$ cat src/rtl/vector_gather_pkg.sv
// Shared defines for the embedding datapath plus typed mirrors for SV users.
// Holds the three sizing knobs consumed by vector_gather:
//   MAX_EMBEDDING_DIM - elements per assembled embedding vector
//   INTEGER_WIDTH     - base integer width (elements are twice this wide)
//   GATHER_CHUNK_LEN  - elements delivered per upstream beat
`ifndef MAX_EMBEDDING_DIM
`define MAX_EMBEDDING_DIM 16
`endif
`ifndef INTEGER_WIDTH
`define INTEGER_WIDTH 8
`endif
`ifndef GATHER_CHUNK_LEN
`define GATHER_CHUNK_LEN 4
`endif

package vector_gather_pkg;
  localparam int unsigned MAX_EMBEDDING_DIM = `MAX_EMBEDDING_DIM;
  localparam int unsigned INTEGER_WIDTH     = `INTEGER_WIDTH;
  localparam int unsigned GATHER_CHUNK_LEN  = `GATHER_CHUNK_LEN;
endpackage

$ cat src/rtl/vector_gather.sv
// Gathers CHUNK_LEN-element beats into one OUTPUT_LEN-element vector and
// hands it downstream through a registered output stage. A short vector is
// closed early with last_in and zero-filled above the final chunk.
// Ports:
//   clk, rst      - clock, asynchronous active-low reset
//   vld_in/rdy_out- upstream beat handshake (rdy_out combinational)
//   chunk_in      - beat payload, element 0 lands at the lowest index
//   last_in       - final beat of a (possibly short) vector
//   vld_out/rdy_in- downstream vector handshake
//   list_out      - assembled vector, straight from the output register
module vector_gather
  import vector_gather_pkg::*;
#(
  parameter int unsigned OUTPUT_LEN = MAX_EMBEDDING_DIM,
  parameter int unsigned W          = 2 * INTEGER_WIDTH,
  parameter int unsigned CHUNK_LEN  = GATHER_CHUNK_LEN
) (
  input  logic                clk,
  input  logic                rst,
  input  logic                vld_in,
  output logic                rdy_out,
  input  logic signed [W-1:0] chunk_in [CHUNK_LEN],
  input  logic                last_in,
  output logic                vld_out,
  input  logic                rdy_in,
  output logic signed [W-1:0] list_out [OUTPUT_LEN]
);

  localparam int unsigned NUM_BEATS = OUTPUT_LEN / CHUNK_LEN;
  localparam int unsigned CW        = (NUM_BEATS > 1) ? $clog2(NUM_BEATS) : 1;
  localparam logic [CW-1:0] LAST_BEAT = CW'(NUM_BEATS - 1);

  logic [CW-1:0]       beat_cnt;
  logic                asm_full;
  logic signed [W-1:0] asm_buf [OUTPUT_LEN];
  logic                accept;
  logic                transfer;
  logic                final_beat;

  // Only a full assembly buffer behind a stalled output blocks upstream.
  assign rdy_out    = !asm_full || !vld_out || rdy_in;
  assign transfer   = asm_full && (!vld_out || rdy_in);
  assign accept     = vld_in && rdy_out;
  assign final_beat = last_in || (beat_cnt == LAST_BEAT);

  // Beat counter, assembly-full flag and output valid.
  always_ff @(posedge clk or negedge rst) begin
    if (!rst) begin
      beat_cnt <= '0;
      asm_full <= 1'b0;
      vld_out  <= 1'b0;
    end else begin
      if (accept) begin
        beat_cnt <= final_beat ? '0 : beat_cnt + CW'(1);
      end
      // A closing beat can only be accepted while full if the buffer is
      // being emptied in the same cycle, so setting wins over clearing.
      if (accept && final_beat) begin
        asm_full <= 1'b1;
      end else if (transfer) begin
        asm_full <= 1'b0;
      end
      if (transfer) begin
        vld_out <= 1'b1;
      end else if (rdy_in) begin
        vld_out <= 1'b0;
      end
    end
  end

  // Assembly buffer write / zero-fill and output register load. The output
  // register samples asm_buf before this cycle's beat lands in it.
  always_ff @(posedge clk or negedge rst) begin
    if (!rst) begin
      for (int unsigned i = 0; i < OUTPUT_LEN; i++) begin
        asm_buf[i]  <= '0;
        list_out[i] <= '0;
      end
    end else begin
      for (int unsigned i = 0; i < OUTPUT_LEN; i++) begin
        if (accept) begin
          if (CW'(i / CHUNK_LEN) == beat_cnt) begin
            asm_buf[i] <= chunk_in[i % CHUNK_LEN];
          end else if (last_in && (CW'(i / CHUNK_LEN) > beat_cnt)) begin
            asm_buf[i] <= '0;
          end
        end
        if (transfer) begin
          list_out[i] <= asm_buf[i];
        end
      end
    end
  end

  // A vector must never close while the assembly buffer still holds one.
  a_no_overrun : assert property (
    @(posedge clk) disable iff (!rst)
    (vld_in && rdy_out && asm_full) |-> transfer
  );

endmodule

$ cat config.mk
export PLATFORM = sky130hd
export DESIGN_NAME = vector_gather
export DESIGN_NICKNAME = d
export VERILOG_FILES = /design/src/rtl/vector_gather_pkg.sv /design/src/rtl/vector_gather.sv
export SDC_FILE = /design/constraint.sdc
export NUM_CORES = 1
export LEC_CHECK = 0
export ABC_AREA = 1
export CAP_MARGIN = 0
export CORE_MARGIN = 5
export CORE_UTILIZATION = 58
export DETAILED_ROUTE_END_ITERATION = 10
export GPL_ROUTABILITY_DRIVEN = 0
export HOLD_SLACK_MARGIN = 0.15
export PLACE_DENSITY = 0.85
export SLEW_MARGIN = 30
export SYNTH_ARGS = -nofsm -noshare
export SYNTH_HDL_FRONTEND = slang
export SYNTH_SLANG_ARGS = --single-unit
$ cat constraint.sdc
create_clock -name clk -period 4.2 [get_ports clk]
set_clock_uncertainty 0.1 [all_clocks]
set_input_delay 0.84 -clock clk [delete_from_list [all_inputs] [get_ports clk]]
set_output_delay 0.84 -clock clk [all_outputs]
set_load 0.01 [all_outputs]
Yosys cells after proc, flatten, opt, wreduce, memory -nomap -nowiden:

Index checks and enable logic that the tools add are counted.

* RAM bits: 0
* bits in latches: 0
* memories kept: 0
* input bits: 69
* bits in registers: 516
* memory bits (read-only): 0

* mux-type cells: 25
* reductions and logical operators: 24
* equal/unequal tests: 4
* bitwise gates (word level): 0
* add/subtract/negate cells: 1
* $lt $le $gt $ge: 4
* multipliers: 0
* div/mod/pow operators: 0
* shift operators: 0

Operator list (count)
* $mux W16: 20
* $reduce_bool A2 Y1: 6
* $reduce_and A2 Y1: 4
* $logic_and A1 B1 Y1: 7
* $eq A2 B2 Y1 const A: 2
* $gt A1 B2 Y1 const A: 2
* $gt A2 B2 Y1 const A: 2
* $logic_or A1 B1 Y1: 4
* $mux W1: 4
* $add A2 B1 Y2 const B: 1
* $eq A1 B2 Y1 const A: 1
* $eq A2 B2 Y1 const B: 1
* $logic_not A1 Y1: 2
* $logic_not A2 Y1: 1
* $mux W2: 1

Logic depth before layout (Yosys ltp):

* depth in word-level cells: 6
* depth in mapped cells: 8

Worst setup path after synthesis:

Ideal clock, no wire load.

* kind: input to output
* start: input rdy_in
* end: output rdy_out
* data arrival time: 1.421 ns
* slack: 1.839 ns
* cell stages on the path: 5
* buffers on the path: 3
* cell sequence: inv_1 -> nand3_2 -> buf_6 -> buf_8 -> buf_6

* longest elaborated chain between the ends: 1

RTL lines
* start: declaration: line vector_gather.sv:25 `input logic rdy_in,`
* $logic_or A1 B1 Y1: line vector_gather.sv:41 `assign rdy_out = !asm_full || !vld_out || rdy_in;`
* end: declaration: line vector_gather.sv:21 `output logic rdy_out,`

No other way between the ends.

Final worst setup path:

Same ends and word-level chain as after synthesis.

==> results.toml <==
[synth]
synthMuxAreaShare_pct = 0
ys_ff_latch = 516
synth_top_family_by_area = "simple AND/OR/NAND/NOR gates"
synthSimpleGateAreaFrac_pct = 33.1
yosysTopAreaCellShare_pct = 60.2
syn_area_per_cell_um2 = 8.88
ys_warn_count = 0
synth_area_leaders = "dfrtp_1, nand2_1, nand4_1"
synth_compound_area_share_pct = 0.0467
synthXorXnorAreaFrac_pct = 0
synthAdderAreaFrac_pct = 0.233
synth.net_count = 2486
yosys.area.top_type = "dfrtp_1"
synth_cell_type_count = 18
ys_seq_area_share_pct = 60.2
syn_area_mm2 = 0.0214
syn-instance-count = 2413

[clock_tree]
cts.htree.levels = 2
post_cts_buffers = 0
cts_root_buffer = "clkbuf_16"
cts_hold_buf = 0
cts_tree = "built"
insertion_delay_ns = 0.57
cts_buffers = 51
clock_sinks = 516
cts_resized = 0
clkTransAtPathRegs_ns = 0.06
clk_path_buf_depth = 3

[timing]
final.setup.worst_slack_ns = 0.847
relSlewSlack_pct = 32.9
rsz0062_at_grt = "false"
finalHoldViolations = 0
layout_min_cycle_time_ns = 3.35
period_share_pct = 79.8
finalSetupViolations = 0
max_freq_mhz = 298
tns_ns = 0
worst_pin_slew_ns = 1.01
slew_violations = 0
timing.hold.ws_ns = 0.196

[setup_path]
crit_path_end_kind = "output port"
r2r_start = "beat_cnt[0]"
r2r-end = "asm_buf[188]"
start_kind = "primary input"
r2r_setup_slack_ns = 0.99
reg2reg_depth = 7
crit_path_end = "rdy_out"
crit_type = "primary input to output port"
crit_fanout = 15
cp.arrival_ns = 2.41
crit_start = "rdy_in"
worst_ep_required_time_ns = 3.26

[pwr]
cellPowerDensity_mw_per_mm2 = 611
cellLeakagePower_nw = 14.1
p_seq_share_pct = 44.4
power_switching_w = 0.00515
pwr-share-comb_pct = 27.3
power_w = 0.0161
switching_share_pct = 32.0
clkPwrFrac_pct = 28.3
p_int_w = 0.0109
ir_drop_mv = 0.373

[detailed_routing]
wirelength_mm = 61.1
antenna_left = 0
vias_per_cell = 5.95
drtIter0Drc = 1778
vias = 18600
drc = 0
wl_per_cell_um = 19.5
firstDrtPassIters = 6

[global_route]
grt_max_degree = 179
grtUsageTotal_pct = 29.4
grt_pass1_vias = 18600
antenna_found_initial = 2
gr-total-overflow = 0
grt_pass1_wl_mm = 99.0

[run]
drv_cap = 0

[final_layout]
final_common_cell = "nand2_1"
mostFrequentLayoutCells = "nand2_1, dfrtp_1, clkdlybuf4s50_1"
final_util_pct = 72.1
nets = 2696
synthToLayoutAreaGrowth_pct = 22.9
drive_gt1_share_pct = 4.70

[floorplanning]
die_w_um = 202
rows = 70
start_util_pct = 58.7
ios = 327
dieArea_mm2 = 0.0409
die_y_um = 202
core-area_mm2 = 0.0365

[run_status]
outcome = "completed"

[placed_design]
place_hpwl_mm = 36.2
pre_cts_ws_ns = 0.864
port_buffers = 326

[hold_path]
hp-class = "primary input to asynchronous set/reset pin"
-- logic make-up after synthesis --
logic type	count (synthesis)
flops	516
simple gates	1620
compound gates	2
fa+ha+maj	4
buf+inv	271
-- through the flow --
stage                     instance area [µm²]  instances
after global routing                    26300       3129
after global placement                  24600       3038
after detailed placement                24700       3038
final                                   26300       3129
after floorplan                         21400       2413
after CTS                               26300       3128
-- Yosys cell counts --
| cell | instances |
|---|---|
| nand2_1 | 1101 |
| dfrtp_1 | 516 |
| nand3_1 | 256 |
| nand4_1 | 256 |
| buf_2 | 91 |
| inv_1 | 68 |
| clkbuf_1 | 59 |
| buf_6 | 26 |
| buf_1 | 18 |
| buf_4 | 8 |
| ha_1 | 4 |
| nand3_4 | 3 |
| o21ai_0 | 2 |
| buf_8 | 1 |
| nand2_2 | 1 |
| nand3_2 | 1 |
| nand3b_1 | 1 |
| nor2_1 | 1 |
-- power groups by stage --
| stage | sequential, W | combinational, W | clock, W |
|---|---|---|---|
| 2_1_floorplan | 0.00732 | 0.00175 | 0 |
| 3_3_place_gp | 0.00714 | 0.00422 | 0 |
| 4_1_cts | 0.00713 | 0.00442 | 0.00460 |
| 3_5_place_dp | 0.00718 | 0.00437 | 0 |
| 5_1_grt | 0.00729 | 0.00478 | 0.00483 |
| 6_report | 0.00715 | 0.00439 | 0.00456 |
-- state kept, by name, summed over array words and instances, names as in the netlist --
register,cells
asm_buf,256
list_out,256
vld_out,1
beat_cnt,2
asm_full,1
-- final cells by class --
| type | instances | area (µm²) |
|---|---|---|
| sequential | 516 | 12900 |
| fill | 2559 | 10200 |
| multi-input combinational | 1626 | 7220 |
| timing repair buffer | 360 | 3680 |
| clock buffer | 78 | 1540 |
| tap | 468 | 586 |
| inverter | 68 | 255 |
| clock inverter | 12 | 144 |
| antenna | 1 | 2.50 |
-- routing by layer --
metal  vias to the layer above  GRT usage [%]  routed length, µm
li1                       8293              -                  -
met5                         -              0                 13
met4                         2           13.7               2650
met2                      1060           45.7              28800
met3                       192           5.78               5750
met1                      9084           40.5              23900
-- critical path, stage by stage --
cell and delay [ns]:
clkdlybuf4s50_1 0.43, inv_1 0.21, nand3_4 0.28, clkdlybuf4s50_1 0.65
-- worst min-delay path by stage --
stage	from	endpoint	slack, ns	depth (start not counted)
floorplan	asm_buf[0]	asm_buf[0]	0.34	2
global placement	asm_buf[105]	asm_buf[105]	0.35	2
detailed placement	asm_buf[111]	asm_buf[111]	0.36	2
CTS	rst	list_out[130]	0.24	1
global route	rst	list_out[132]	0.25	1
finish	rst	list_out[130]	0.20	1
Note: power is estimated with default switching activity, not from simulation.
